===== src/rtl/pic_core_param.sv =====
// pic_core_param: NUM_IRQ-channel 8259-style interrupt controller core (IRR, priority resolver, ISR, INTA sequencer).
// Latency: irq edge -> irr +1 cycle -> int_out +2 cycles; first inta -> isr +1; second inta -> vec_valid +1.
// Backpressure: none; an acknowledge sequence parks in WAIT2 until the second inta arrives.
module pic_core_param #(
  parameter int NUM_IRQ = 8,
  parameter int ID_W    = 3
) (
  input  logic               i_clk,
  input  logic               i_reset_n,
  input  logic [NUM_IRQ-1:0] i_irq_lines,
  input  logic               i_cfg_level,
  input  logic               i_cfg_rotate,
  input  logic               i_cfg_auto_eoi,
  input  logic [NUM_IRQ-1:0] i_imr,
  input  logic               i_eoi,
  input  logic               i_inta,
  output logic               o_int_out,
  output logic               o_vec_valid,
  output logic [ID_W-1:0]    o_vec_id,
  output logic               o_vec_spurious,
  output logic [NUM_IRQ-1:0] o_irr,
  output logic [NUM_IRQ-1:0] o_isr
);

  localparam logic [ID_W-1:0]    LAST_ID = ID_W'(NUM_IRQ - 1);
  localparam logic [ID_W:0]      N_EXT   = NUM_IRQ[ID_W:0];
  localparam logic [ID_W:0]      ONE_EXT = {{ID_W{1'b0}}, 1'b1};
  localparam logic [NUM_IRQ-1:0] ONE_HOT = {{(NUM_IRQ-1){1'b0}}, 1'b1};

  typedef enum logic {S_IDLE = 1'b0, S_WAIT2 = 1'b1} state_t;

  state_t              r_state;
  state_t              w_state_next;
  logic [NUM_IRQ-1:0]  r_irq_prev;
  logic [NUM_IRQ-1:0]  r_irr;
  logic [NUM_IRQ-1:0]  r_isr;
  logic [ID_W-1:0]     r_low_id;
  logic [ID_W-1:0]     r_ack_id;
  logic                r_ack_spur;
  logic                r_int_out;
  logic                r_vec_valid;
  logic [ID_W-1:0]     r_vec_id;
  logic                r_vec_spur;

  // Highest-priority set bit of vec, where priority starts at (low+1) mod NUM_IRQ.
  // Returns {found, rank, id}; rank 0 is the highest priority position.
  function automatic logic [2*ID_W:0] f_resolve(input logic [NUM_IRQ-1:0] vec,
                                                input logic [ID_W-1:0]    low);
    logic [2*NUM_IRQ-1:0] dbl;
    logic [ID_W:0]        sum;
    logic                 found;
    logic [ID_W-1:0]      rank;
    dbl   = {vec, vec} >> ({1'b0, low} + ONE_EXT);
    found = 1'b0;
    rank  = '0;
    for (int k = NUM_IRQ - 1; k >= 0; k--) begin
      if (dbl[k]) begin
        found = 1'b1;
        rank  = ID_W'(k);
      end
    end
    sum = {1'b0, low} + ONE_EXT + {1'b0, rank};
    if (sum >= N_EXT) sum = sum - N_EXT;
    return {found, rank, sum[ID_W-1:0]};
  endfunction

  logic [2*ID_W:0]    w_cand;
  logic [2*ID_W:0]    w_srv;
  logic               w_cand_vld;
  logic [ID_W-1:0]    w_cand_rank;
  logic [ID_W-1:0]    w_cand_id;
  logic               w_srv_vld;
  logic [ID_W-1:0]    w_srv_rank;
  logic [ID_W-1:0]    w_srv_id;
  logic               w_req;
  logic               w_ack1;
  logic               w_ack2;
  logic               w_int_ok;
  logic               w_auto;
  logic               w_eoi_hit;
  logic [NUM_IRQ-1:0] w_ack_set;
  logic [NUM_IRQ-1:0] w_irr_clr;
  logic [NUM_IRQ-1:0] w_auto_clr;
  logic [NUM_IRQ-1:0] w_eoi_clr;
  logic [NUM_IRQ-1:0] w_irr_next;
  logic [NUM_IRQ-1:0] w_isr_next;
  logic [ID_W-1:0]    w_low_next;

  assign w_cand      = f_resolve(r_irr & ~i_imr, r_low_id);
  assign w_cand_vld  = w_cand[2*ID_W];
  assign w_cand_rank = w_cand[2*ID_W-1:ID_W];
  assign w_cand_id   = w_cand[ID_W-1:0];
  assign w_srv       = f_resolve(r_isr, r_low_id);
  assign w_srv_vld   = w_srv[2*ID_W];
  assign w_srv_rank  = w_srv[2*ID_W-1:ID_W];
  assign w_srv_id    = w_srv[ID_W-1:0];

  // Masked in-service bits still block a lower-or-equal priority request.
  assign w_req = w_cand_vld && (!w_srv_vld || (w_cand_rank < w_srv_rank));

  assign w_auto     = w_ack2 && i_cfg_auto_eoi && !r_ack_spur;
  assign w_eoi_hit  = i_eoi && w_srv_vld;
  assign w_ack_set  = (w_ack1 && w_cand_vld) ? (ONE_HOT << w_cand_id) : '0;
  assign w_irr_clr  = i_cfg_level ? '0 : w_ack_set;
  assign w_auto_clr = w_auto ? (ONE_HOT << r_ack_id) : '0;
  assign w_eoi_clr  = w_eoi_hit ? (ONE_HOT << w_srv_id) : '0;

  // Edge mode latches rising edges until acknowledged; level mode follows the lines.
  assign w_irr_next = i_cfg_level ? i_irq_lines
                                   : ((r_irr | (i_irq_lines & ~r_irq_prev)) & ~w_irr_clr);
  assign w_isr_next = (r_isr & ~w_eoi_clr & ~w_auto_clr) | w_ack_set;

  // Rotation base: auto-EOI is applied after a same-cycle EOI, so it wins.
  always_comb begin
    w_low_next = r_low_id;
    if (!i_cfg_rotate)  w_low_next = LAST_ID;
    else if (w_auto)    w_low_next = r_ack_id;
    else if (w_eoi_hit) w_low_next = w_srv_id;
  end

  // FSM state register.
  always_ff @(posedge i_clk) begin
    if (!i_reset_n) r_state <= S_IDLE;
    else            r_state <= w_state_next;
  end

  // FSM next state: each inta pulse advances the two-step acknowledge.
  always_comb begin
    w_state_next = r_state;
    case (r_state)
      S_IDLE:  if (i_inta) w_state_next = S_WAIT2;
      S_WAIT2: if (i_inta) w_state_next = S_IDLE;
      default: w_state_next = S_IDLE;
    endcase
  end

  // FSM outputs: which acknowledge step is happening and whether int_out may be raised.
  always_comb begin
    w_ack1   = 1'b0;
    w_ack2   = 1'b0;
    w_int_ok = 1'b0;
    case (r_state)
      S_IDLE: begin
        w_ack1   = i_inta;
        w_int_ok = !i_inta;
      end
      S_WAIT2: w_ack2 = i_inta;
      default: ;
    endcase
  end

  // Request/service registers, rotation base, latched vector and registered outputs.
  always_ff @(posedge i_clk) begin
    if (!i_reset_n) begin
      r_irq_prev  <= '0;
      r_irr       <= '0;
      r_isr       <= '0;
      r_low_id    <= LAST_ID;
      r_ack_id    <= '0;
      r_ack_spur  <= 1'b0;
      r_int_out   <= 1'b0;
      r_vec_valid <= 1'b0;
      r_vec_id    <= '0;
      r_vec_spur  <= 1'b0;
    end else begin
      r_irq_prev  <= i_irq_lines;
      r_irr       <= w_irr_next;
      r_isr       <= w_isr_next;
      r_low_id    <= w_low_next;
      r_int_out   <= w_int_ok && w_req;
      r_vec_valid <= w_ack2;
      if (w_ack1) begin
        r_ack_id   <= w_cand_vld ? w_cand_id : LAST_ID;
        r_ack_spur <= !w_cand_vld;
      end
      if (w_ack2) begin
        r_vec_id   <= r_ack_id;
        r_vec_spur <= r_ack_spur;
      end
    end
  end

  assign o_int_out      = r_int_out;
  assign o_vec_valid    = r_vec_valid;
  assign o_vec_id       = r_vec_id;
  assign o_vec_spurious = r_vec_spur;
  assign o_irr          = r_irr;
  assign o_isr          = r_isr;

endmodule


===== config.mk =====
export PLATFORM = sky130hd
export DESIGN_NAME = pic_core_param
export DESIGN_NICKNAME = d
export VERILOG_FILES = /design/src/rtl/pic_core_param.sv
export SDC_FILE = /design/constraint.sdc
export NUM_CORES = 1
export LEC_CHECK = 0
export ABC_CLOCK_PERIOD_IN_PS = 10000
export CAP_MARGIN = 25
export CORE_MARGIN = 8
export CORE_UTILIZATION = 45
export CTS_CLUSTER_SIZE = 12
export DETAILED_ROUTE_END_ITERATION = 8
export PLACE_DENSITY = 0.7
export SLEW_MARGIN = 20
export SYNTH_ARGS = -nofsm -noshare
export SYNTH_HDL_FRONTEND = slang
export SYNTH_SLANG_ARGS = --single-unit

===== constraint.sdc =====
create_clock -name i_clk -period 10 [get_ports i_clk]
set_input_delay 1.5 -clock i_clk [delete_from_list [all_inputs] [get_ports i_clk]]
set_output_delay 1.5 -clock i_clk [all_outputs]
set_load 0.005 [all_outputs]

Word level (Yosys, flattened, before mapping) --
Index checks and enable logic that the tools add are counted.
Storage, ports and cells: bits in registers 38, input port bits 23, output and inout port bits 22, word-level logic and storage cells 98
Operators by class: add/subtract/negate cells 5, $lt $le $gt $ge 3, shift-type cells 5, mux-type cells 48, bitwise logic cells 13, reduce and logical (&&, ||, !) cells 13
Operators by type and width (count):
- 2-to-1 mux 3 bit | 21
- bitwise AND 8 bit | 5
- 2-to-1 mux 8 bit | 5
- inverter 8 bit | 5
- right shift 16 x 4 -> 8 bit | 2
- left shift 1 x 3 -> 8 bit (first input constant) | 3
- 2-to-1 mux 1 bit | 21
- bitwise OR 8 bit | 2
- adder 4 x 3 -> 4 bit | 2
- >= comparator 4 bit (second input constant) | 2
- logical AND 1 bit | 6
- subtractor 3 x 1 -> 3 bit (second input constant) | 2
- adder 3 x 1 -> 4 bit (second input constant) | 1
- zero test 1 bit | 4
- less-than comparator 3 bit | 1
- case mux 1 bit (2 select lines) | 1
- AND reduction 2 bit | 1
- nonzero test 2 bit | 1
- logical OR 1 bit | 1
- inverter 1 bit | 1

Logic depth before layout (Yosys ltp) --
Gate-level depths: netlist (run 1).
depth after elaboration 20, gate-level depth with buffers 16, gate-level depth less buffers 15

Least setup slack after synthesis (run 1) --
No wires, ideal clock.
path kind input to register, start input port i_imr[5], end register r_irr[7] (netlist: o_irr[7]), setup time 0.122 ns, data arrival time 4.391 ns, required time 9.878 ns, slack 5.487 ns, cell stages on the path 15, buffers on the path 0, path through nand2b_1 mux4_2 a21o_1 a32oi_1 o221ai_1 a21boi_0 ha_1 inv_1 fa_1 xnor2_1 xnor2_1 inv_1 o21ai_2 o211ai_2 o311a_1
Between the ends: longest elaborated chain between the ends 20, elaborated cells on any way between the ends 30, those cells by class add/sub (2); order compare (1); shift (2); mux (20); bitwise (4); reduce/logical (1)
Ends and longest elaborated chain:
- from (decl) | line 14 | input logic [NUM_IRQ-1:0] i_imr,
- inverter 8 bit (*) | line 89 | assign w_cand = f_resolve(r_irr & ~i_imr, r_low_id);
- bitwise AND 8 bit (*) | line 89
- right shift 16 x 4 -> 8 bit (*) | line 53 | dbl = {vec, vec} >> ({1'b0, low} + ONE_EXT);
- 2-to-1 mux 3 bit (8 in series) | line 57 | if (dbl[k]) begin
- adder 4 x 3 -> 4 bit | line 62 | sum = {1'b0, low} + ONE_EXT + {1'b0, rank};
- >= comparator 4 bit / subtractor 3 x 1 -> 3 bit (equally long branches) | line 63 | if (sum >= N_EXT) sum = sum - N_EXT;
- 2-to-1 mux 3 bit | line 63
- left shift 1 x 3 -> 8 bit | line 103 | assign w_ack_set = (w_ack1 && w_cand_vld) ? (ONE_HOT << w_cand_id) : '0;
- 2-to-1 mux 8 bit (*) | line 103
- 2-to-1 mux 8 bit (*) | line 104 | assign w_irr_clr = i_cfg_level ? '0 : w_ack_set;
- inverter 8 bit (*) | line 110 | : ((r_irr | (i_irq_lines & ~r_irq_prev)) & ~w_irr_clr);
- bitwise AND 8 bit (*) | line 110
- 2-to-1 mux 8 bit (*) | line 109 | assign w_irr_next = i_cfg_level ? i_irq_lines
- to (signal assigned) | line 167 | r_irr <= w_irr_next;
- to (decl) | line 35 | logic [NUM_IRQ-1:0] r_irr;
Mark *: on every way between the ends. The rest lies on a longest branch, timed or not. A chain may end at the register's enable or synchronous reset.

Worst setup path after layout (run 1) --
start input port i_imr[2], end register r_irr[7] (netlist: o_irr[7])
The elaborated chain is that of the path after synthesis.

==> run metrics, run 1 <==
clock buffer depth 2; P_int 0.569 mW; wire length on met2 3790 um; met3 wire len 192 um; worst-path fanout max 8; DR top layer met4; Max Slew Vio Count 0; worst min-delay path class reg2reg; crit path max-delay cell type or4_4; Pre-Repair DR Iteration Count 4; GRT Resource Usage Total 0.158; Ports 45; Synth Register Bits 38; area leader, netlist dfxtp_1; pwr/cell area 315 nW/um2; status finished clean; P&R area growth vs syn 18.8%; crit-path max cell delay 0.57 ns; share of cells above drive strength 1 0.139; Placer Congestion 0.900; Die Area 9470 um2; warning count from the yosys run 0; commonest cells in the synthesized netlist dfxtp_1, inv_1, o21ai_0; total CTS buffers 5; number of diodes 0; FF+latch area 761 um2; # clock sinks 38; CP Cell Sequence clkdlybuf4s50_1 > and4b_1 > or4_4 > a32oi_1 > o221ai_1 > a21boi_0 > ha_1 > inv_1 > fa_1 > xnor2_1 > xnor2_1 > inv_1 > o21ai_2 > o211ai_2 > o311a_1; Routed Antenna Nets 0; Reg power frac 0.201; post-layout util 0.554; Post-CTS Setup Inserts 0; final net count 398; Logic pwr share 0.695; number of fill cells in the layout 586; vias post-DR 2593; Post-Syn Area 2980 um2; Fin Setup TNS 0 ns; period utilisation layout 0.499; area of the multi-input gates 2010 um2; Max Cap Viol 0; Rows 29; final setup vio count 0; Core Area 6390 um2; Crit. Startpoint i_imr[2]; Clk pwr share 0.104; Avg WL per Cell 17.0 um; worst skew pair latency 0.29 ns; Initial DRC Count 148; Slew @ Worst Pin 0.595 ns; crit path capture type register; Netlist cell types 70; CP top delay family compound AO/OA/AOI/OAI gates; Die Ht 97.3 um; post-synthesis average cell area 9.02 um2; Hold Vio Cnt, Final 0; Top FF cell, synth dfxtp_1; Post-Syn Nets 363; Die Wd 97.3 um; Seq/Total Area, Yosys 0.256; Peak Freq 0.201 GHz; flop2flop setup slack 6.14 ns; Vias/cell 5.85; CP arrival 5.17 ns; DRC 0; cts hold-fix bufs 0; critical path class in2reg; crit path buf inv count 3; largest net degree at the start of global routing 40; Worst Skew 0.00844 ns; final WL 7540 um; worst r2r src r_low_id[1]; H-tree depth 2; vias in the first global route 2610; Root Driver clkbuf_8; Final Cell Area 3540 um2; Post-synth ARST share 0; cell with the most instances after synthesis dfxtp_1; fin crit period 4.99 ns; top cells by area, synth dfxtp_1, mux4_2, mux2i_1, o21ai_0, mux2_2; Psw 0.545 mW; DPL Wire Length 5730 um; Post-CTS Resized 0; CTS tree yes; gr ovfl total 0; sw frac 0.489; max_slew headroom 0.603; Initial Util 0.466; HP Start o_vec_spurious; Crit path required time 10.19 ns; Reg clk slew, reported paths 0.08 ns; first-pass GRT wire length 12800 um; Post-synth EDFFs 0; Post-DP Area 3440 um2; top-area cell type share of the netlist area 0.256; RSZ-0062 raised after global routing no; Post-Route M1 WL 3470 um; initial antenna violation count 0; peak supply drop 0.206 mV; P_leak 1.41 nW; Startpoint Class input port; Port Buf Inserts 44; cell count after synthesis 330
[through the flow]
| stage | hold slack (ns) | total power [mW] | instances | setup WS (ns) |
|---|---|---|---|---|
| finish | 0.526 | 1.11 | 443 | 5.01 |
| global route | 0.581 | 1.20 | 443 | 4.77 |
| CTS | 0.532 | 1.11 | 443 | 5.03 |
| detailed placement | 0.509 | 0.991 | 435 | 4.74 |
| global placement | 0.504 | 0.971 | 435 | 4.81 |
| floorplan | 0.507 | 0.814 | 330 | 5.49 |
[cells in the final DEF, fill, tap and decap left out, types with 9 or more instances in the layout]
cell,count
clkdlybuf4s50_1,44
dfxtp_1,38
inv_1,27
o21ai_0,24
mux2i_1,17
nand2_1,17
nor2b_1,15
nor2_1,12
and2_1,12
nand2b_1,12
mux2_2,10
mux4_2,9
[worst min-delay path, cell delays in order, from the launching register on]
cell	delay, ns
dfxtp_1	0.32
mux2i_1	0.11
nor2b_1	0.06
[registers in the layout, indices dropped and copies added (netlist names), 3 cells and up]
signal and flops:
o_vec_id 3, o_irr 8, r_irq_prev 8, o_isr 8, r_ack_id 3, r_low_id 3
[cell families (layout without fill, tap and decap cells)]
group / count (synthesis) / count (layout) / share of synthesized area
AOI/OAI and AO/OA: 82 / 82 / 0.198
xor gates and xnor gates: 4 / 4 / 0.0181
and+or+nand+nor: 109 / 109 / 0.233
adders and majority gates: 10 / 10 / 0.0471
DFF: 38 / 38 / 0.256
muxes: 38 / 38 / 0.178
buffers and inverters: 49 / 85 / 0.0706
[power groups by stage]
stage | clock network (mW) | registers [mW] | logic [mW]
floorplan | 0 | 0.210 | 0.603
global placement | 0 | 0.226 | 0.745
detailed placement | 0 | 0.227 | 0.764
CTS | 0.119 | 0.223 | 0.770
global route | 0.126 | 0.229 | 0.849
finish | 0.116 | 0.224 | 0.774
[per-layer routing]
| metal | vias up | track usage |
|---|---|---|
| met2 | 56 | 0.258 |
| met3 | 8 | 0.0256 |
| met5 | - | 0 |
| met1 | 1243 | 0.206 |
| met4 | 0 | 0.0490 |
| li1 | 1286 | - |
[worst paths after layout]
kind                          to  depth (start not counted)
hold reg to reg   o_vec_spurious                          2
hold / removal    o_vec_spurious                          2
setup reg to reg        o_irr[7]                         15
setup / recovery        o_irr[7]                         15
[cell type report]
class	count	share of cell area
clock inverters	2	0.00460
flip-flops and latches	38	0.215
multi-input cells	243	0.567
inverters	30	0.0318
well taps	77	0.0272
repair buffers	47	0.131
clock buffers	6	0.0233
(Power assumes the default switching activity.)
==> run 2: changes to the inputs <==
--- a/config.mk
+++ b/config.mk
@@ -5,7 +5,7 @@
 export SDC_FILE = /design/constraint.sdc
 export NUM_CORES = 1
 export LEC_CHECK = 0
-export ABC_CLOCK_PERIOD_IN_PS = 10000
+export ABC_CLOCK_PERIOD_IN_PS = 5100
 export CAP_MARGIN = 25
 export CORE_MARGIN = 8
 export CORE_UTILIZATION = 45
==> constraint.sdc (replaced) <==
create_clock -name i_clk -period 5.1 [get_ports i_clk]
set_input_delay 0.765 -clock i_clk [delete_from_list [all_inputs] [get_ports i_clk]]
set_output_delay 0.765 -clock i_clk [all_outputs]
set_load 0.005 [all_outputs]
==> run 2 against run 1 <==
- via count grew 1.4%
- highest routed layer unchanged
- wire length is 2.7% higher
- critical endpoint is now o_isr[0]
- flip-flop and latch count unchanged
==> run metrics, run 2 (synthesis results as in run 1) <==
Pre-Repair DR Iteration Count 4; H-tree depth 2; final WL 7740 um; crit path buf inv count 2; Hold EP o_vec_spurious; Die Wd 97.3 um; worst min-delay path class reg2reg; Root Driver clkbuf_8; cts hold-fix bufs 0; Startpoint Class register; peak supply drop 0.384 mV; vias post-DR 2630; Reg clk slew, reported paths 0.08 ns; worst skew pair latency 0.29 ns; Max Cap Viol 0; Die Area 9470 um2; Avg WL per Cell 17.5 um; Initial DRC Count 159; RSZ-0062 raised after global routing no; final net count 398; GRT Resource Usage Total 0.161; CTS tree yes; most frequent cells in the layout clkdlybuf4s50_1, dfxtp_1, inv_1; max_slew headroom 0.528; Worst Skew 0.00318 ns; Worst Hold Depth 2; Non-Filler Instances 443; R2R Path End o_isr[0]; share of cells above drive strength 1 0.139; Post-DP Area 3440 um2; Hold Vio Cnt, Final 0; largest net degree at the start of global routing 40; Fin Setup TNS 0 ns; pwr/cell area 634 nW/um2; commonest non-fill, non-tap cell in the layout clkdlybuf4s50_1; Port Buf Inserts 44; crit-path max cell delay 0.78 ns; DPL Wire Length 5900 um; CP top delay family compound AO/OA/AOI/OAI gates; flop2flop setup slack 0.84 ns; Die Ht 97.3 um; placed cell count 435; Max Slew Vio Count 0; number of diodes 0; clock buffer depth 2; Peak Freq 0.235 GHz; first-pass GRT wire length 12900 um; number of fill cells in the layout 599; CP arrival 4.42 ns; HP Start o_vec_spurious; final setup vio count 0; initial antenna violation count 0; DRC 0; period utilisation layout 0.836; Vias/cell 5.94; fin crit period 4.26 ns; total CTS buffers 5; Initial Util 0.466; vias in the first global route 2638; gr ovfl total 0; Ports 45; critical path class reg2reg; crit path max-delay cell type dfxtp_1; crit path capture type register; smallest hold slack 0.523 ns; Post-CTS Setup Inserts 0; Placer Congestion 0.908; # clock sinks 38; worst r2r src r_low_id[1]; Final Cell Area 3580 um2; P&R area growth vs syn 20.3%; Core Area 6390 um2; CP Cell Sequence buf_4 > mux2i_1 > nand3_1 > a2111oi_0 > a311o_1 > ha_1 > inv_1 > fa_1 > xor2_1 > xnor2_4 > nor4_1 > o22ai_1; FF-to-FF path depth 12; Crit path required time 5.26 ns; Rows 29; Slew @ Worst Pin 0.707 ns; P_leak 1.43 nW; worst-path fanout max 15; Routed Antenna Nets 0; status finished clean; Post-CTS Resized 0
[run 2: changes by cell type in the layout (fill, tap and decap cells not counted), sizes merged]
cell	previous run	this run
inv	31	30
bufinv	0	2
clkinvlp	1	0
[run 2: cell type report]
class | count | area (um2) | share of cell area
Multi-Input combinational cell | 243 | 2010 | 0.560
Sequential cell | 38 | 761 | 0.212
Timing Repair Buffer | 47 | 463 | 0.129
Inverter | 30 | 113 | 0.0314
Tap cell | 77 | 96.3 | 0.0269
Clock buffer | 6 | 82.6 | 0.0231
Clock inverter | 2 | 60.1 | 0.0168
[run 2: metrics by stage]
| stage | setup slack, ns | utilization | power (mW) |
|---|---|---|---|
| after global placement | 0.645 | 0.538 | 1.91 |
| after floorplan | 1.32 | - | 1.60 |
| final | 0.836 | 0.561 | 2.27 |
| after global routing | 0.633 | 0.561 | 2.45 |
| after CTS | 0.866 | 0.561 | 2.27 |
| after detailed placement | 0.557 | 0.538 | 1.93 |
[run 2: tightest hold or removal path, cell delays in order (launching register included)]
cell and delay (ns):
dfxtp_1 0.31, mux2i_1 0.11, nor2b_1 0.05
[run 2: layer usage]
layer | share of wire | wire [um] | GRT usage | vias up
met5 | 0 | 0 | 0 | -
met4 | 0.019 | 146 | 0.0664 | 0
met3 | 0.033 | 252 | 0.0249 | 14
met2 | 0.50 | 3910 | 0.273 | 64
met1 | 0.44 | 3430 | 0.196 | 1267
li1 | - | - | - | 1285
[run 2: how the worst max path moves through the flow]
stage	startpoint	end	slack, ns	cells after the start
floorplan	i_imr[5]	o_irr[7]	1.32	15
detailed placement	i_imr[1]	o_irr[7]	0.56	15
global placement	i_imr[1]	o_irr[7]	0.64	15
global route	r_low_id[1]	o_isr[0]	0.63	12
finish	r_low_id[1]	o_isr[0]	0.84	12
CTS	i_imr[1]	o_irr[7]	0.87	15
[run 2: where the power goes]
| group | switching (mW) | total (mW) | leakage, nW | internal [mW] |
|---|---|---|---|---|
| combinational | 0.846 | 1.50 | 1.05 | 0.650 |
| clock | 0.110 | 0.319 | 0.0714 | 0.209 |
| sequential | 0.103 | 0.455 | 0.313 | 0.352 |
| total | 1.06 | 2.27 | 1.43 | 1.21 |
==> run 3: changes to the inputs <==
--- a/config.mk
+++ b/config.mk
@@ -5,13 +5,13 @@
 export SDC_FILE = /design/constraint.sdc
 export NUM_CORES = 1
 export LEC_CHECK = 0
-export ABC_CLOCK_PERIOD_IN_PS = 5100
+export ABC_CLOCK_PERIOD_IN_PS = 3840
 export CAP_MARGIN = 25
 export CORE_MARGIN = 8
 export CORE_UTILIZATION = 45
 export CTS_CLUSTER_SIZE = 12
 export DETAILED_ROUTE_END_ITERATION = 8
-export PLACE_DENSITY = 0.7
+export PLACE_DENSITY = 0.73
 export SLEW_MARGIN = 20
 export SYNTH_ARGS = -nofsm -noshare
 export SYNTH_HDL_FRONTEND = slang
==> constraint.sdc (replaced) <==
create_clock -name i_clk -period 3.84 [get_ports i_clk]
set_input_delay 0.576 -clock i_clk [delete_from_list [all_inputs] [get_ports i_clk]]
set_output_delay 0.576 -clock i_clk [all_outputs]
set_load 0.005 [all_outputs]
==> run 3 against run 2 <==
- sequential power up 30%
- register-to-register slack lost 0.55 ns
- clock power down 14%
- clock skew rose by 0.0068 ns
- global-route usage decreased by 0.39 points
- first-iteration DRC count shrank 33%
- worst hold slack improved by 0.0073 ns
- final cell count grew 7.2%
- fmax is 20% higher
- utilization increased by 5.2 points
- highest routed layer unchanged
==> run metrics, run 3 (synthesis results as in run 1) <==
status finished clean; Vias/cell 5.72; fin crit period 3.56 ns; initial antenna violation count 0; Initial Util 0.466; largest net degree at the start of global routing 27; final net count 432; # clock sinks 38; peak supply drop 0.414 mV; Avg WL per Cell 16.6 um; Pre-Repair DR Iteration Count 4; H-tree depth 2; Max Slew Vio Count 0; Root Driver clkbuf_8; FF-to-FF path depth 15; GRT Resource Usage Total 0.157; Hold Vio Cnt, Final 0; worst skew pair latency 0.30 ns; P&R area growth vs syn 31.4%; Crit path required time 4.01 ns; commonest non-fill, non-tap cell in the layout dfxtp_1; Die Area 9470 um2; Placer Congestion 0.885; worst-path fanout max 9; first-pass GRT wire length 12700 um; vias post-DR 2718; CTS tree yes; critical path class reg2reg; met1 usage 0.190; gr busiest metal met2; Max Cap Viol 0; Startpoint Class register; Reg clk slew, reported paths 0.07 ns; grt met3 use 0.0228; P_leak 1.66 nW; Non-Filler Instances 475; clock buffer depth 2; Worst Skew 0.0100 ns; number of diodes 0; Die Wd 97.3 um; crit path capture type register; RSZ-0062 raised after global routing no; cts hold-fix bufs 0; Rows 29; max_slew headroom 0.475; Ports 45; Core Area 6390 um2; placed cell count 463; Port Buf Inserts 44; final setup vio count 0; Initial DRC Count 107; Die Ht 97.3 um; DRC 0; Final Cell Area 3910 um2; Slew @ Worst Pin 0.786 ns; Post-DP Area 3650 um2; GR Util met2 0.272; CP arrival 3.72 ns; Fin Setup TNS 0 ns; DPL Wire Length 5920 um; pwr/cell area 823 nW/um2; total CTS buffers 5; share of cells above drive strength 1 0.261; Routed Antenna Nets 0; period utilisation layout 0.927; final WL 7900 um; vias in the first global route 2723; Worst Hold Depth 2; gr ovfl total 0; post-layout util 0.613; Peak Freq 0.281 GHz; worst min-delay path class reg2reg; most frequent cells in the layout dfxtp_1, clkdlybuf4s50_1, buf_4
## run 3: changes by cell type in the layout (fill, tap and decap cells not counted), moves of 3 or more
cell / change
mux2i_1: -3
buf_4: +33
nand2b_4: +5
nand2b_1: -5
dlymetal6s2s_1: +8
clkdlybuf4s50_1: -8
## run 3: metal layers
| metal | wire length, um | vias up | share of wire |
|---|---|---|---|
| met4 | 138 | 0 | 0.017 |
| met3 | 284 | 13 | 0.036 |
| li1 | - | 1343 | - |
| met2 | 3890 | 76 | 0.49 |
| met5 | 0 | - | 0 |
| met1 | 3590 | 1286 | 0.45 |
## run 3: repair_timing
item                                    in CTS  in global routing
pin swaps                                    7                 10
resized for setup                            7                 26
buffers inserted                             2                  4
endpoints found under the setup margin      17                 17
## run 3: metrics by stage
stage               total power [mW]  setup slack, ns  hold slack [ns]
floorplan                       2.12            0.251            0.507
global placement                2.74           -0.348            0.502
detailed placement              2.78           -0.476            0.507
CTS                             3.12           0.0332            0.532
global route                    3.47           0.0677            0.554
finish                          3.22            0.282            0.531
## run 3: critical path, stage by stage, from the launching register on
cell and delay, ns:
dfxtp_2 0.45, buf_4 0.23, buf_4 0.16, mux2_2 0.40
o21ai_0 0.18, a211oi_1 0.09, o32ai_1 0.13, a311o_1 0.27
ha_1 0.16, inv_1 0.05, fa_1 0.37, xor2_1 0.15
buf_4 0.15, xnor2_4 0.17, nor4_1 0.34, o22ai_1 0.13
## run 3: layout make-up
class                   instances  area [um2]
fillers                       545        2470
multi-input cells             243        2120
flip-flops and latches         38         762
repair buffers                 81         742
inverters                      30         113
well taps                      77        96.3
clock buffers                   6        82.6
## run 3: path summary, 6_finish.rpt
| path | startpoint | to | slack, ns |
|---|---|---|---|
| hold reg to reg | o_vec_spurious | o_vec_spurious | 0.53 |
| hold / removal | o_vec_spurious | o_vec_spurious | 0.53 |
| setup / recovery | r_low_id[1] | o_isr[0] | 0.28 |
| setup reg to reg | r_low_id[1] | o_isr[0] | 0.28 |
## run 3: where the power goes
group	internal [mW]	switching [mW]	leakage (nW)	total, mW
Combinational	1.13	1.22	1.31	2.35
Sequential	0.469	0.124	0.312	0.593
Clock	0.138	0.136	0.0431	0.274
